File: config.mk
export PLATFORM = sky130hd
export DESIGN_NAME = transmissor_serial_6
export DESIGN_NICKNAME = d
export VERILOG_FILES = /design/src/rtl/transmissor_serial_6.sv
export SDC_FILE = /design/constraint.sdc
export NUM_CORES = 1
export LEC_CHECK = 0
export ABC_AREA = 1
export BUFFER_PORTS_ARGS = -buffer_cell sky130_fd_sc_hd__buf_2
export CAP_MARGIN = 20
export CELL_PAD_IN_SITES_DETAIL_PLACEMENT = 0
export CELL_PAD_IN_SITES_GLOBAL_PLACEMENT = 1
export CORE_UTILIZATION = 43
export DETAILED_ROUTE_END_ITERATION = 12
export GPL_ROUTABILITY_DRIVEN = 0
export PLACE_DENSITY = 0.77
export SLEW_MARGIN = 15
export SYNTH_ARGS = -nofsm -noshare
export SYNTH_HDL_FRONTEND = slang
export SYNTH_SLANG_ARGS = --single-unit
File: constraint.sdc
create_clock -name clock -period 2.55 [get_ports clock]
set_input_delay 0.3825 -clock clock [delete_from_list [all_inputs] [get_ports clock]]
set_output_delay 0.3825 -clock clock [all_outputs]
set_load 0.01 [all_outputs]
File: src/rtl/transmissor_serial_6.sv
// transmissor_serial_6 -- serial transmitter for 6-bit words.
// On an accepted start request the word is captured and sent as one frame
// on an idle-high line: start(0), dados[0..5] LSB first, even parity, stop(1).
// Each bit lasts TICKS_POR_BIT clocks.
//
// Ports:
//   clock        system clock, rising edge
//   reset        synchronous, active-high, dominates all other inputs
//   partida      start request, sampled only while idle (INICIAL)
//   dados[5:0]   word to send, captured together with partida
//   saida_serial registered serial line, idle high
//   ocupado      high while a frame is on the line
//   pronto       one-cycle pulse in the cycle after the stop bit
module transmissor_serial_6 #(
  parameter int TICKS_POR_BIT = 8
) (
  input  logic       clock,
  input  logic       reset,
  input  logic       partida,
  input  logic [5:0] dados,
  output logic       saida_serial,
  output logic       ocupado,
  output logic       pronto
);

  localparam int TW = $clog2(TICKS_POR_BIT);
  localparam logic [TW-1:0] TICK_LAST = TW'(TICKS_POR_BIT - 1);
  localparam logic [3:0]    BIT_LAST  = 4'd8;

  typedef enum logic [1:0] {
    INICIAL     = 2'd0,
    TRANSMISSAO = 2'd1,
    FINAL       = 2'd2
  } estado_t;

  estado_t       state_q, state_d;
  logic [TW-1:0] tick_q, tick_d;
  logic [3:0]    bit_q, bit_d;
  logic [8:0]    shreg_q, shreg_d;
  logic          saida_q, saida_d;
  logic          ocupado_q, ocupado_d;
  logic          pronto_q, pronto_d;

  always_comb begin
    state_d = state_q;
    tick_d  = tick_q;
    bit_d   = bit_q;
    shreg_d = shreg_q;
    unique case (state_q)
      INICIAL: begin
        if (partida) begin
          // Whole frame is loaded at once; bit 0 of the shift register is
          // always the bit currently on the line.
          shreg_d = {1'b1, ^dados, dados, 1'b0};
          tick_d  = '0;
          bit_d   = '0;
          state_d = TRANSMISSAO;
        end
      end
      TRANSMISSAO: begin
        if (tick_q == TICK_LAST) begin
          tick_d = '0;
          if (bit_q == BIT_LAST) begin
            state_d = FINAL;
          end else begin
            bit_d   = bit_q + 4'd1;
            shreg_d = {1'b1, shreg_q[8:1]};
          end
        end else begin
          tick_d = tick_q + 1'b1;
        end
      end
      FINAL:   state_d = INICIAL;
      default: state_d = INICIAL;
    endcase
  end

  // Outputs are registered from the next state so the line changes in the
  // very cycle the FSM enters a state (start bit appears at k+1).
  always_comb begin
    saida_d   = (state_d == TRANSMISSAO) ? shreg_d[0] : 1'b1;
    ocupado_d = (state_d == TRANSMISSAO);
    pronto_d  = (state_d == FINAL);
  end

  always_ff @(posedge clock) begin
    if (reset) begin
      state_q   <= INICIAL;
      tick_q    <= '0;
      bit_q     <= '0;
      shreg_q   <= '1;
      saida_q   <= 1'b1;
      ocupado_q <= 1'b0;
      pronto_q  <= 1'b0;
    end else begin
      state_q   <= state_d;
      tick_q    <= tick_d;
      bit_q     <= bit_d;
      shreg_q   <= shreg_d;
      saida_q   <= saida_d;
      ocupado_q <= ocupado_d;
      pronto_q  <= pronto_d;
    end
  end

  assign saida_serial = saida_q;
  assign ocupado      = ocupado_q;
  assign pronto       = pronto_q;

endmodule

-- Word level (Yosys, flattened, before mapping)
Cells that the tools add are included.
- flip-flop bits (word level): 21
- bits of input ports: 9
- output and inout bits: 3
- add/subtract/negate cells: 2
- equality and inequality tests: 8
- muxes and demuxes: 15
- bitwise logic cells: 1
- reduce and logical (&&, ||, !) cells: 6
- operators by type and width (kind ; count):
    $mux 9 ; 3
    $pmux 9 s2 ; 1
    $mux 4 ; 3
    $pmux 4 s2 ; 1
    $mux 2 ; 3
    $mux 3 ; 2
    $ne 2x2->1 const B ; 3
    $pmux 3 s2 ; 1
    $reduce_xor 6->1 ; 1
    $add 4x1->4 const B ; 1
    $eq 2x1->1 const B ; 2
    $eq 4x4->1 const B ; 1
    $pmux 2 s2 ; 1
    $reduce_and 4->1 ; 1
    $add 3x1->3 const B ; 1
    $eq 3x3->1 const B ; 1
    $eq 2x2->1 const B ; 1
    $logic_not 2->1 ; 1
    $reduce_and 2->1 ; 1
    $reduce_bool 2->1 ; 1
    $reduce_or 2->1 ; 1
    $not 1->1 ; 1

-- Depth between registers and ports, before layout
- depth in word-level cells: 7
- gate-level depth with buffers: 9

-- Worst setup path before layout
Ideal clock, no wire load.
- path kind: reg2reg
- from: reg tick_q[0]
- to: reg shreg_q[8]
- setup time: 0.123 ns
- data arrival time: 1.281 ns
- data required time: 2.427 ns
- path slack: 1.145 ns
- stages on the path, launching flop included: 8
- buffers on the path: 0
- cells stage by stage: dfxtp_1 -> ha_1 -> ha_1 -> inv_1 -> nor2_4 -> nand2_4 -> nand2_1 -> or2_2
- cells in the longest elaborated chain, start to end: 3
- ends and longest elaborated chain (what ; RTL line ; text):
    from (decl) ; 37 ; logic [TW-1:0] tick_q, tick_d;
    from (signal assigned) ; 97 ; tick_q <= tick_d;
    $eq 3x3->1 ; 61 ; if (tick_q == TICK_LAST) begin
    $ne 2x2->1 (no source line) ; -- ;
    $reduce_and 4->1 (no source line) ; -- ;
    to (signal assigned) ; 99 ; shreg_q <= shreg_d;
    to (decl) ; 39 ; logic [8:0] shreg_q, shreg_d;
Every way passes these cells.
A chain may end at the register's enable or synchronous reset.

-- Worst setup path after layout
Same ends and word-level chain as after synthesis.

==> results.cfg <==
[route]
post_drt_wl_per_cell_um = 10.0
drt-initial-drc-count = 7
drt_pre_antenna_iters = 6
detail_route.vias_per_cell = 4.67
via_count = 822
postRouteWirelength_mm = 1.76
drt_drc_violations_left = 0
count_of_antenna_violating_nets_left_after_detailed_routing = 0

[power]
combinationalPowerShare = 0.138
clockPowerShare = 0.270
power_density_nw_per_um2 = 537
internal_power_uw = 436
power.net_switching_uw = 161
report.power.total_uw = 597
pwr-share-seq = 0.592
ir_worst_vdd_mv = 0.290
sw_frac_of_total = 0.270
total_leakage_power_nw = 0.524

[sta]
final_min_period_over_clock_period = 0.585
drv_slew = 0
worst_slew_pin_tran_ns = 0.285
finalHoldViolCount = 0
rsz0062_at_grt = no
final-setup-viol-count = 0
clock-skew-final_ns = 0.00142
finalCriticalPeriod_ns = 1.49
worst_slew_margin_rel = 0.809
totalNegativeSetupSlack_ns = 0
final.setup.worst_slack_ns = 1.06
worst_hold_slack_ns = 0.329
achievable-frequency_mhz = 670

[worst_setup_path]
timing.critical_path.cells = ha_1 > ha_1 > inv_1 > nor2_4 > nand2_4 > nand2_1 > or2_2
crit_top_cell = sky130_fd_sc_hd__ha_1
regToRegSetupSlack_ns = 1.06
crit_type = reg -> reg
critical-path-max-stage-delay_ns = 0.34
critical_path_arrival_ns = 1.69
slowest_stage = sky130_fd_sc_hd__dfxtp_1
endpoint_kind_of_the_worst_setup_timing_path = register
worst_setup_path_start_kind = register
crit_fanout = 6
worstPathRequired_ns = 2.75

[floorplanning]
top_level_ports = 12
chipHeight_um = 50.1
floorplan.initialDensity = 0.453
core-area_um2 = 2190
die_x_um = 50.1
die-area_um2 = 2510
row_count = 17

[layout]
fillers = 241
diodes = 0
area_of_the_multi_input_gates_um2 = 489
sequential_cell_area_um2 = 420
fin_nets = 162
non_filler_instances = 176
drive_above_1_share = 0.189
final_core_utilization = 0.507
syn2layout_area_growth_pct = 11.7
fin_area_um2 = 1110

[place]
dp_worst_setup_slack_ns = 1.07
io_buffers = 11
dpl.cell_count = 172
place_hpwl_mm = 1.39
post_place_instance_area_um2 = 1080

[min_path]
holdCritPathClass = in -> reg

[clock_tree]
worst_skew_pair.late_latency_ns = 0.30
post-cts-setup-buffers = 0
tritoncts = built
postCtsHoldBufs = 0
cts-buffers-inserted = 3
clkSlewWorstSetupHoldPaths_ns = 0.12
maximum_buffer_depth_of_the_clock_tree = 2
clock_sinks = 21
cts_root_buf = sky130_fd_sc_hd__clkbuf_4
post_cts_resize_count = 0
h-tree-depth = 1

[global_routing]
grt_pass1_vias = 759
grtUsageTotal = 0.169
grt_antenna_before_repair = 0
grt_max_degree = 14
grt_pass1_wl_mm = 3.13
grt_overflow_total = 0

[synth]
netlist.top_cell.by_area = sky130_fd_sc_hd__dfxtp_1
proportion_of_synthesized_flip_flops_having_asynchronous_set_or_reset = 0
synth_area_um2 = 993
synth_most_common_cell = sky130_fd_sc_hd__nand2_1
synth_top_area_share = 0.423
synth.top_cells.by_area = sky130_fd_sc_hd__dfxtp_1 (42%), sky130_fd_sc_hd__nand2_1 (11%), sky130_fd_sc_hd__nand3_1 (6.5%)
synth_commonest_cells = sky130_fd_sc_hd__nand2_1 (29), sky130_fd_sc_hd__dfxtp_1 (21), sky130_fd_sc_hd__inv_1 (16)
synth.ff_latch_count = 21
synth.yosys.warnings = 0
synth.net_count = 147
synthesis.instances = 134
syn_avg_cell_area_um2 = 7.41
post_synthesis_cell_type_count = 23
number_of_enable_type_register_cells_in_the_synthesized_netlist = 0
synth.yosys.seq_area_share = 0.423
synthFlopType = sky130_fd_sc_hd__dfxtp_1

[status]
outcome = complete, no violations

[flow_run]
maximum_capacitance_violations = 0
registers in the layout, indices dropped and copies added, names as in the netlist:
signal / count
ocupado: 1
pronto: 1
shreg_q: 9
bit_q: 4
tick_q: 3
state_q: 2
saida_serial: 1
layer usage:
metal  vias up  global-route usage  wire (um)
met1       353               0.200        901
met2         8               0.278        802
li1        459                   -          -
met4         0              0.0905         17
met5         -                   0          0
met3         2              0.0401         43
layout make-up:
class	instances	share of cell area
multi-input cells	92	0.441
flip-flops and latches	21	0.379
inverters	20	0.0722
repair buffers	11	0.0496
well taps	28	0.0316
clock buffers	3	0.0203
clock inverters	1	0.00676
power groups by stage:
stage               Sequential [mW]  Clock (mW)  Combinational (mW)
detailed placement            0.361           0              0.0838
global placement              0.361           0              0.0822
floorplan                     0.361           0              0.0583
global route                  0.356       0.185              0.0953
CTS                           0.353       0.170              0.0843
finish                        0.353       0.161              0.0824
cells by family (layout without fill, tap and decap cells):
logic type / count (synthesis) / after routing / share of synthesized area
and+or+nand+nor: 71 / 71 / 0.343
DFF: 21 / 21 / 0.423
buffers and inverters: 21 / 35 / 0.0844
AOI/OAI and AO/OA: 16 / 16 / 0.0907
adders and majority gates: 4 / 4 / 0.0504
xor gates and xnor gates: 1 / 1 / 0.00882
critical path: cells and delay by family, from the launching register on:
family	cells	cell delay (ns)
buf+inv	1	0.14
flops	1	0.34
fa+ha+maj	2	0.38
simple gates	4	0.54
path summary, 6_finish.rpt:
check / startpoint / to / cells after the start
setup / recovery: tick_q[0] / shreg_q[8] / 7
hold / removal: dados[5] / shreg_q[6] / 3
setup reg to reg: tick_q[0] / shreg_q[8] / 7
hold reg to reg: shreg_q[8] / shreg_q[8] / 1
cell usage in the layout (no fill, tap or decap), types with 2 or more instances in the layout:
master	instances
sky130_fd_sc_hd__a21oi_1	10
sky130_fd_sc_hd__a22oi_1	3
sky130_fd_sc_hd__and2_1	2
sky130_fd_sc_hd__buf_2	11
sky130_fd_sc_hd__clkbuf_4	3
sky130_fd_sc_hd__dfxtp_1	21
sky130_fd_sc_hd__ha_1	4
sky130_fd_sc_hd__inv_1	16
sky130_fd_sc_hd__inv_2	3
sky130_fd_sc_hd__nand2_1	29
sky130_fd_sc_hd__nand2_2	2
sky130_fd_sc_hd__nand2_4	2
sky130_fd_sc_hd__nand3_1	13
sky130_fd_sc_hd__nor2_1	15
sky130_fd_sc_hd__nor2_4	2
sky130_fd_sc_hd__nor4_1	2
sky130_fd_sc_hd__o21ai_0	2
(Power assumes the default switching activity.)
